[src/rtl/uart_tx_fifo_engine.sv]
`default_nettype none
// ============================================================================
// Module   : uart_tx_fifo_engine
// Brief    : FIFO-buffered UART transmitter with runtime baud/format config.
//            Optional parity generation is enabled by macro UART_TX_PARITY_EN.
// Revision : 1.0
// ============================================================================
module uart_tx_fifo_engine #(
    parameter int P_DATA_WIDTH = 8,
    parameter int P_FIFO_DEPTH = 16,
    parameter int P_DIV_WIDTH  = 16
) (
    input  logic                              clock,
    input  logic                              reset,
    input  logic [P_DIV_WIDTH-1:0]            i_baud_div,
    input  logic [3:0]                        i_data_bits,
    input  logic [1:0]                        i_stop_bits,
    input  logic [1:0]                        i_check_bits,
    input  logic [P_DATA_WIDTH-1:0]           i_user_tx_data,
    input  logic                              i_user_tx_valid,
    output logic                              o_user_tx_ready,
    output logic                              o_uart_tx,
    output logic                              o_tx_busy,
    output logic                              o_tx_done,
    output logic [$clog2(P_FIFO_DEPTH):0]     o_fifo_level
);

    localparam int c_AW    = $clog2(P_FIFO_DEPTH);
    localparam int c_PTR_W = c_AW + 1;
    localparam int c_NB_W  = $clog2(P_DATA_WIDTH + 1);

    localparam logic [c_PTR_W-1:0]     c_PTR_ONE = c_PTR_W'(1);
    localparam logic [P_DIV_WIDTH-1:0] c_DIV_ONE = P_DIV_WIDTH'(1);
    localparam logic [c_NB_W-1:0]      c_CNT_ONE = c_NB_W'(1);
    localparam logic [c_NB_W-1:0]      c_CNT_TWO = c_NB_W'(2);

`ifdef UART_TX_PARITY_EN
    typedef enum logic [2:0] {
        S_IDLE   = 3'd0,
        S_START  = 3'd1,
        S_DATA   = 3'd2,
        S_PARITY = 3'd3,
        S_STOP   = 3'd4
    } state_t;
`else
    typedef enum logic [2:0] {
        S_IDLE   = 3'd0,
        S_START  = 3'd1,
        S_DATA   = 3'd2,
        S_STOP   = 3'd4
    } state_t;
`endif

    state_t                   r_state;
    state_t                   w_state_next;

    logic [P_DATA_WIDTH-1:0]  r_mem [P_FIFO_DEPTH];
    logic [c_PTR_W-1:0]       r_wr_ptr;
    logic [c_PTR_W-1:0]       r_rd_ptr;
    logic [c_PTR_W-1:0]       w_level;
    logic                     w_full;
    logic                     w_empty;
    logic                     w_push;
    logic                     w_pop;

    logic [P_DATA_WIDTH-1:0]  r_shift;
    logic [P_DIV_WIDTH-1:0]   r_div;
    logic [P_DIV_WIDTH-1:0]   r_baud_cnt;
    logic [c_NB_W-1:0]        r_nbits;
    logic [c_NB_W-1:0]        r_bit_cnt;
    logic                     r_two_stop;
    logic                     r_tx;

    logic [P_DIV_WIDTH-1:0]   w_div_eff;
    logic [c_NB_W-1:0]        w_nbits;
    logic                     w_tick;
    logic                     w_last_data;
    logic                     w_last_stop;
    logic                     w_done;

`ifdef UART_TX_PARITY_EN
    logic                     r_par_en;
    logic                     r_par_odd;
    logic                     r_par_acc;
`else
    logic                     w_unused_check;
    assign w_unused_check = ^i_check_bits;
`endif

    // FIFO: pointers carry an extra wrap bit so full and empty are distinct
    assign w_level = r_wr_ptr - r_rd_ptr;
    assign w_empty = (r_wr_ptr == r_rd_ptr);
    assign w_full  = (r_wr_ptr[c_AW] != r_rd_ptr[c_AW]) &&
                     (r_wr_ptr[c_AW-1:0] == r_rd_ptr[c_AW-1:0]);
    assign w_push  = i_user_tx_valid && !w_full;

    always_ff @(posedge clock) begin
        if (w_push) begin
            r_mem[r_wr_ptr[c_AW-1:0]] <= i_user_tx_data;
        end
    end

    always_ff @(posedge clock or posedge reset) begin
        if (reset) begin
            r_wr_ptr <= '0;
            r_rd_ptr <= '0;
        end else begin
            if (w_push) r_wr_ptr <= r_wr_ptr + c_PTR_ONE;
            if (w_pop)  r_rd_ptr <= r_rd_ptr + c_PTR_ONE;
        end
    end

    // Configuration sanitising, sampled only when a frame is launched
    assign w_div_eff = (i_baud_div == '0) ? c_DIV_ONE : i_baud_div;

    always_comb begin
        if (i_data_bits < 4'd5) begin
            w_nbits = c_NB_W'(5);
        end else if ({28'd0, i_data_bits} > 32'(P_DATA_WIDTH)) begin
            w_nbits = c_NB_W'(P_DATA_WIDTH);
        end else begin
            w_nbits = c_NB_W'(i_data_bits);
        end
    end

    assign w_tick      = (r_baud_cnt == r_div);
    assign w_last_data = (r_bit_cnt == r_nbits);
    assign w_last_stop = r_two_stop ? (r_bit_cnt == c_CNT_TWO) : (r_bit_cnt == c_CNT_ONE);

    always_ff @(posedge clock or posedge reset) begin
        if (reset) begin
            r_state <= S_IDLE;
        end else begin
            r_state <= w_state_next;
        end
    end

    always_comb begin
        w_state_next = r_state;
        w_pop        = 1'b0;
        w_done       = 1'b0;
        case (r_state)
            S_IDLE: begin
                if (!w_empty) begin
                    w_pop        = 1'b1;
                    w_state_next = S_START;
                end
            end
            S_START: begin
                if (w_tick) w_state_next = S_DATA;
            end
            S_DATA: begin
                if (w_tick && w_last_data) begin
`ifdef UART_TX_PARITY_EN
                    w_state_next = r_par_en ? S_PARITY : S_STOP;
`else
                    w_state_next = S_STOP;
`endif
                end
            end
`ifdef UART_TX_PARITY_EN
            S_PARITY: begin
                if (w_tick) w_state_next = S_STOP;
            end
`endif
            S_STOP: begin
                if (w_tick && w_last_stop) begin
                    w_done       = 1'b1;
                    w_state_next = S_IDLE;
                end
            end
            default: w_state_next = S_IDLE;
        endcase
    end

    // Datapath: the line value of each bit is loaded on the edge that enters it
    always_ff @(posedge clock or posedge reset) begin
        if (reset) begin
            r_tx       <= 1'b1;
            r_baud_cnt <= '0;
            r_bit_cnt  <= '0;
            r_shift    <= '0;
            r_div      <= '0;
            r_nbits    <= '0;
            r_two_stop <= 1'b0;
`ifdef UART_TX_PARITY_EN
            r_par_en   <= 1'b0;
            r_par_odd  <= 1'b0;
            r_par_acc  <= 1'b0;
`endif
        end else begin
            if ((r_state == S_IDLE) || w_tick) begin
                r_baud_cnt <= '0;
            end else begin
                r_baud_cnt <= r_baud_cnt + c_DIV_ONE;
            end

            case (r_state)
                S_IDLE: begin
                    r_tx <= 1'b1;
                    if (w_pop) begin
                        r_tx       <= 1'b0;
                        r_shift    <= r_mem[r_rd_ptr[c_AW-1:0]];
                        r_div      <= w_div_eff;
                        r_nbits    <= w_nbits;
                        r_two_stop <= (i_stop_bits > 2'd1);
`ifdef UART_TX_PARITY_EN
                        r_par_en   <= (i_check_bits == 2'd1) || (i_check_bits == 2'd2);
                        r_par_odd  <= (i_check_bits == 2'd1);
                        r_par_acc  <= 1'b0;
`endif
                    end
                end
                S_START: begin
                    if (w_tick) begin
                        r_tx      <= r_shift[0];
                        r_shift   <= r_shift >> 1;
                        r_bit_cnt <= c_CNT_ONE;
`ifdef UART_TX_PARITY_EN
                        r_par_acc <= r_shift[0];
`endif
                    end
                end
                S_DATA: begin
                    if (w_tick) begin
                        if (w_last_data) begin
`ifdef UART_TX_PARITY_EN
                            if (r_par_en) begin
                                r_tx <= r_par_acc ^ r_par_odd;
                            end else begin
                                r_tx      <= 1'b1;
                                r_bit_cnt <= c_CNT_ONE;
                            end
`else
                            r_tx      <= 1'b1;
                            r_bit_cnt <= c_CNT_ONE;
`endif
                        end else begin
                            r_tx      <= r_shift[0];
                            r_shift   <= r_shift >> 1;
                            r_bit_cnt <= r_bit_cnt + c_CNT_ONE;
`ifdef UART_TX_PARITY_EN
                            r_par_acc <= r_par_acc ^ r_shift[0];
`endif
                        end
                    end
                end
`ifdef UART_TX_PARITY_EN
                S_PARITY: begin
                    if (w_tick) begin
                        r_tx      <= 1'b1;
                        r_bit_cnt <= c_CNT_ONE;
                    end
                end
`endif
                S_STOP: begin
                    if (w_tick && !w_last_stop) begin
                        r_bit_cnt <= r_bit_cnt + c_CNT_ONE;
                    end
                end
                default: r_tx <= 1'b1;
            endcase
        end
    end

    assign o_uart_tx       = r_tx;
    assign o_user_tx_ready = !w_full;
    assign o_tx_busy       = (r_state != S_IDLE);
    assign o_tx_done       = w_done;
    assign o_fifo_level    = w_level;

endmodule
`default_nettype wire
[config.mk]
export PLATFORM = sky130hd
export DESIGN_NAME = uart_tx_fifo_engine
export DESIGN_NICKNAME = d
export VERILOG_FILES = /design/src/rtl/uart_tx_fifo_engine.sv
export SDC_FILE = /design/constraint.sdc
export NUM_CORES = 1
export LEC_CHECK = 0
export BUFFER_PORTS_ARGS = -buffer_cell sky130_fd_sc_hd__buf_4
export CAP_MARGIN = 20
export CORE_MARGIN = 2
export CORE_UTILIZATION = 40
export DETAILED_ROUTE_END_ITERATION = 8
export PLACE_DENSITY = 0.54
export SYNTH_ARGS = -nofsm -noshare
export SYNTH_HDL_FRONTEND = slang
export SYNTH_SLANG_ARGS = --single-unit
export TNS_END_PERCENT = 50
[constraint.sdc]
create_clock -name clock -period 3.52 [get_ports clock]
set_input_delay 0.176 -clock clock [delete_from_list [all_inputs] [get_ports clock]]
set_output_delay 0.176 -clock clock [all_outputs]
set_load 0.01 [all_outputs]
==> results <==
- The layout cell share with drive strength beyond 1 is 18.41%.
- The area of the core is ~0.020 mm2.
- Leaving out fill and tap cells, the most frequent cells in the layout are 128 x edfxtp_1, 72 x nand2_1, 61 x dfrtp_1, 56 x buf_4, 43 x nor2_1.
- In this design, the stage delay of the slowest critical-path cell is around 0.8 ns.
- For this run, the number of standard cells in the final layout without fillers is between 900 and 1,000.
- The count of vias placed by the detailed router is a little under 5,000.
- The I/O pin count is 44.
- CTS placed an instance of clkbuf_16 at the clock tree root.
- The final wirelength is ~17 mm.
- For the worst-skew pair, the clock arrives at the later sink with an insertion delay of ~0.43 ns.
- The instance count after placement with tap cells included is between 800 and 900.
- For this configuration, the core starts out at a cell density of about two fifths.
- The top achievable clock speed is between 300 and 400 MHz.
- Data on the critical path is required at its endpoint by ~3.3 ns.
- Before antenna repair, the detailed router went through 5 iterations.
- The final hold violation count was 0.
- For the worst flop-to-flop path, the logic depth is 7.
- Synthesis instantiated 53 different standard cells from the library.
- The termination of the worst setup path is o_tx_done.
- For this run, the leading register cell type out of synthesis is edfxtp_1.
- Total power for the finished layout comes to around 5.5 mW.
- After clock tree synthesis, the clock-pin slew on the worst setup and hold paths is about 0.07 ns.
- The total overflow left after global routing is 0.
- The headroom to the max-slew limit is 41.76%.
- The type of the setup path with the least slack is flip-flop to primary output.
- The sink count of the clock tree is 191.
- The floorplan step set the die height to 147.6 um.
- The wire length of the first global-routing pass is 27.32 mm.
- The TritonCTS clock tree is built.
- The die covers around 0.022 mm2.
- Counting I/O delays and the setup requirement, the final critical path takes roughly 2.6 ns.
- The starting DRC count in detailed routing is approximately 240.
- The flow ran to the end, and the final reports show no timing, DRC or antenna violations.
- The worst hold path begins at i_baud_div[0].
- The number of buffers and inverters on the critical path is 1.
- The slowest stage of the critical path is the nor4_4 cell.
- The max-capacitance violation count is 0.
- Measured along the x axis, the die boundary spans between 100 and 150 um.
- In this run the worst setup path begins at r_baud_cnt[6]$_DFF_PP0_.
- Setup repair after global routing left no endpoint under its margin.
- The detailed-route DRC error count is 0.
- The number of slew-limit violations in the final report is 0.
- Routability-driven placement finished with a final weighted congestion of between 0.7 and 0.8.
- Counting flops and latches in the post-synthesis netlist gives approximately 190.
- The number of gates resized after CTS is 0.
- Once layout is complete, the utilization of the core stands at roughly 48%.
- The number of global-route vias before repair came to approximately 4,900.
- Yosys mapped a number of flops with a built-in enable equal to between 100 and 150.
- The via-per-instance ratio is about 5.2.
- The total non-filler cell area in the finished layout is 0.009668 mm2.
- The clock tree buffer depth is 2.
- The worst min-delay path class is input pin to flip-flop.
- STA classifies the critical path startpoint as a flip-flop.
- The arrival time of data at the critical path endpoint is 2.45 ns.
- The number of setup buffers added after CTS is 0.
- The antenna diode count is 0.
- For this run, the number of Yosys warnings is 0.
- Summing all placed instances gives a cell area of 0.008886 mm2.
- The count of filler cells inserted in the layout is about 1,800.
- The number of CTS-inserted buffers is 17.
- The growth of design area from synthesis to finish is 17.20%.
- The internal power is ~4.0 mW.
- The worst register-to-register path ends at r_mem[11][3]$_DFFE_PP_.
- The setup clock skew after layout is 0.01097 ns.
- Detailed placement finished with a half-perimeter wire length of approximately 11 mm.
- The net count of the finished layout is approximately 700.
- The post-synthesis net count is approximately 640.
- The cell count after synthesis is between 500 and 600.
- The share of flip-flops with an asynchronous set or reset is 32.98%.
- The average wire length per cell after detail routing is roughly 19 um.
- In this run the static leakage power is roughly 3.8 nW.
- A synthesized cell averages roughly 14 um2.
- In this run the cell area of the synthesized design comes to around 0.0082 mm2.
- The power per cell area is roughly 570 mW/mm2.
- The total routing usage reported by global routing is between 10% and 20%.
- The worst-margin pin slew is 0.8723 ns.
- The fraction of the yosys area taken by sequential cells is approximately 66%.
- The maximum fanout along the worst path is 14.
- Broken down by cell family, the worst path's largest delay share belongs to simple AND/OR/NAND/NOR gates.
- Setup slack on the worst reg-to-reg path comes out at 0.98 ns.
- The startpoint identified for the worst register-to-register timing path is r_rd_ptr[2]$_DFFE_PP0P_.
- In this run the core area contains 52 standard-cell rows.
- In this run the number of H-tree levels came out at 4.
- Net switching is about 27% of the power.
- Port buffering added 40 buffers.
- Of the total power, combinational logic draws between 10% and 20%.
- The largest net degree at the start of global routing is 40.
- The initial antenna violation count is 0.
- Leaving out fill and tap cells, the most frequent cell in the layout is edfxtp_1.
- The final setup violation count is 0.
- Of the total power, the clock network draws a little over a third.
- The portion of the clock cycle consumed by the worst path in the final layout is between 70% and 80%.
- For this design the total switching power over the nets is roughly 1.5 mW.
- Across the VDD grid, the largest voltage drop is around 0.33 mV.
- Hold repair after CTS inserted 18 buffers.
- The fraction of power consumed by sequential logic is ~50%.
- The critical path crosses 6 cells after its start point.
- Setup total negative slack on the finished layout was measured at 0 ns.
- The signal on the critical path passes through xnor2_1, nand4_1, nor4_4, nand2_1, nor2_1, buf_4.
- In this run the remaining antenna-violating nets after routing total 0.
- The endpoint type of the worst setup path is a primary output.
-- layer usage --
metal | global-route usage (%) | vias up | share of wire (%)
met5 | 0 | - | 0
met4 | 4.423 | 0 | 1.4
met3 | 3.549 | 14 | 2.7
met2 | 28.79 | 76 | 52
met1 | 21.35 | 2448 | 44
li1 | - | 2296 | -
-- worst min path at each step --
stage / cells after the start / end / slack [ns]
2_1_floorplan: 1 / r_nbits[2]$_DFFE_PP0P_ / 0.26
3_3_place_gp: 3 / r_two_stop$_DFFE_PP0P_ / 0.38
3_5_place_dp: 3 / r_two_stop$_DFFE_PP0P_ / 0.37
4_1_cts: 3 / r_div[0]$_DFFE_PP0P_ / 0.02
5_1_grt: 3 / r_nbits[1]$_DFFE_PP0P_ / 0.05
6_report: 3 / r_div[0]$_DFFE_PP0P_ / 0.03
-- metrics by stage --
stage / hold slack [ns] / worst slack, ns
3_5_place_dp: 0.3746 / 0.9575
3_3_place_gp: 0.3761 / 1.010
4_1_cts: 0.02156 / 0.8631
5_1_grt: 0.04653 / 0.7180
2_1_floorplan: 0.2607 / 0.5595
6_report: 0.03155 / 0.8950
-- cell type report --
cell class / count / area (um2) / share of cell area [%]
flip-flops and latches: 191 / 5423 / 56.09
multi-input cells: 350 / 2626 / 27.16
repair buffers: 74 / 600.6 / 6.212
clock buffers: 18 / 429.2 / 4.439
well taps: 270 / 337.8 / 3.494
clock inverters: 14 / 172.7 / 1.786
inverters: 21 / 78.83 / 0.8153
-- Yosys cell counts, types with 11 or more instances --
master | n | share of area [%]
xor2_1 | 17 | 1.8
mux2i_1 | 28 | 3.4
nand4_1 | 16 | 1.2
xnor2_1 | 30 | 3.2
clkbuf_1 | 13 | 0.59
ha_1 | 11 | 1.7
inv_1 | 21 | 0.96
o22ai_1 | 14 | 1.1
edfxtp_1 | 128 | 47
mux4_2 | 19 | 5.2
nand2_1 | 72 | 3.3
dfrtp_1 | 62 | 19
nor2_1 | 43 | 2.0
-- worst register-to-register path, cell delays in order (launching register included) --
cell and delay (ns):
dfrtp_1 0.46, inv_1 0.15, ha_1 0.36, and4_1 0.23, nand2_1 0.11, nand2_1 0.14
nor2_1 0.19, and3_1 0.53
-- registers in the layout, summed over array words and instances (netlist names) --
| register | count |
|---|---|
| r_shift | 8 |
| r_two_stop | 1 |
| r_div | 16 |
| r_nbits | 4 |
| r_wr_ptr | 5 |
| r_state | 3 |
| r_baud_cnt | 16 |
| o_uart_tx | 1 |
| r_rd_ptr | 5 |
| r_mem | 128 |
| r_bit_cnt | 4 |
-- power groups by stage --
stage                     clock [mW]  sequential [mW]  combinational (mW)
final                           1.94             2.76               0.779
after global routing            2.09             2.78               0.865
after CTS                       1.98             2.76               0.794
after detailed placement           0             2.81               0.775
after global placement             0             2.80               0.758
after floorplan                    0             2.75               0.493
-- cells by family (layout without fill, tap and decap cells) --
family	after synthesis	in the layout	synth area share, %
compound gates	58	58	5.051
xor+xnor	47	47	4.990
fa+ha+maj	12	12	1.911
buf+inv	48	127	2.442
flops	191	191	65.72
mux	54	54	9.540
simple gates	179	179	10.34
No activity file was read; power rests on OpenSTA's default activity.
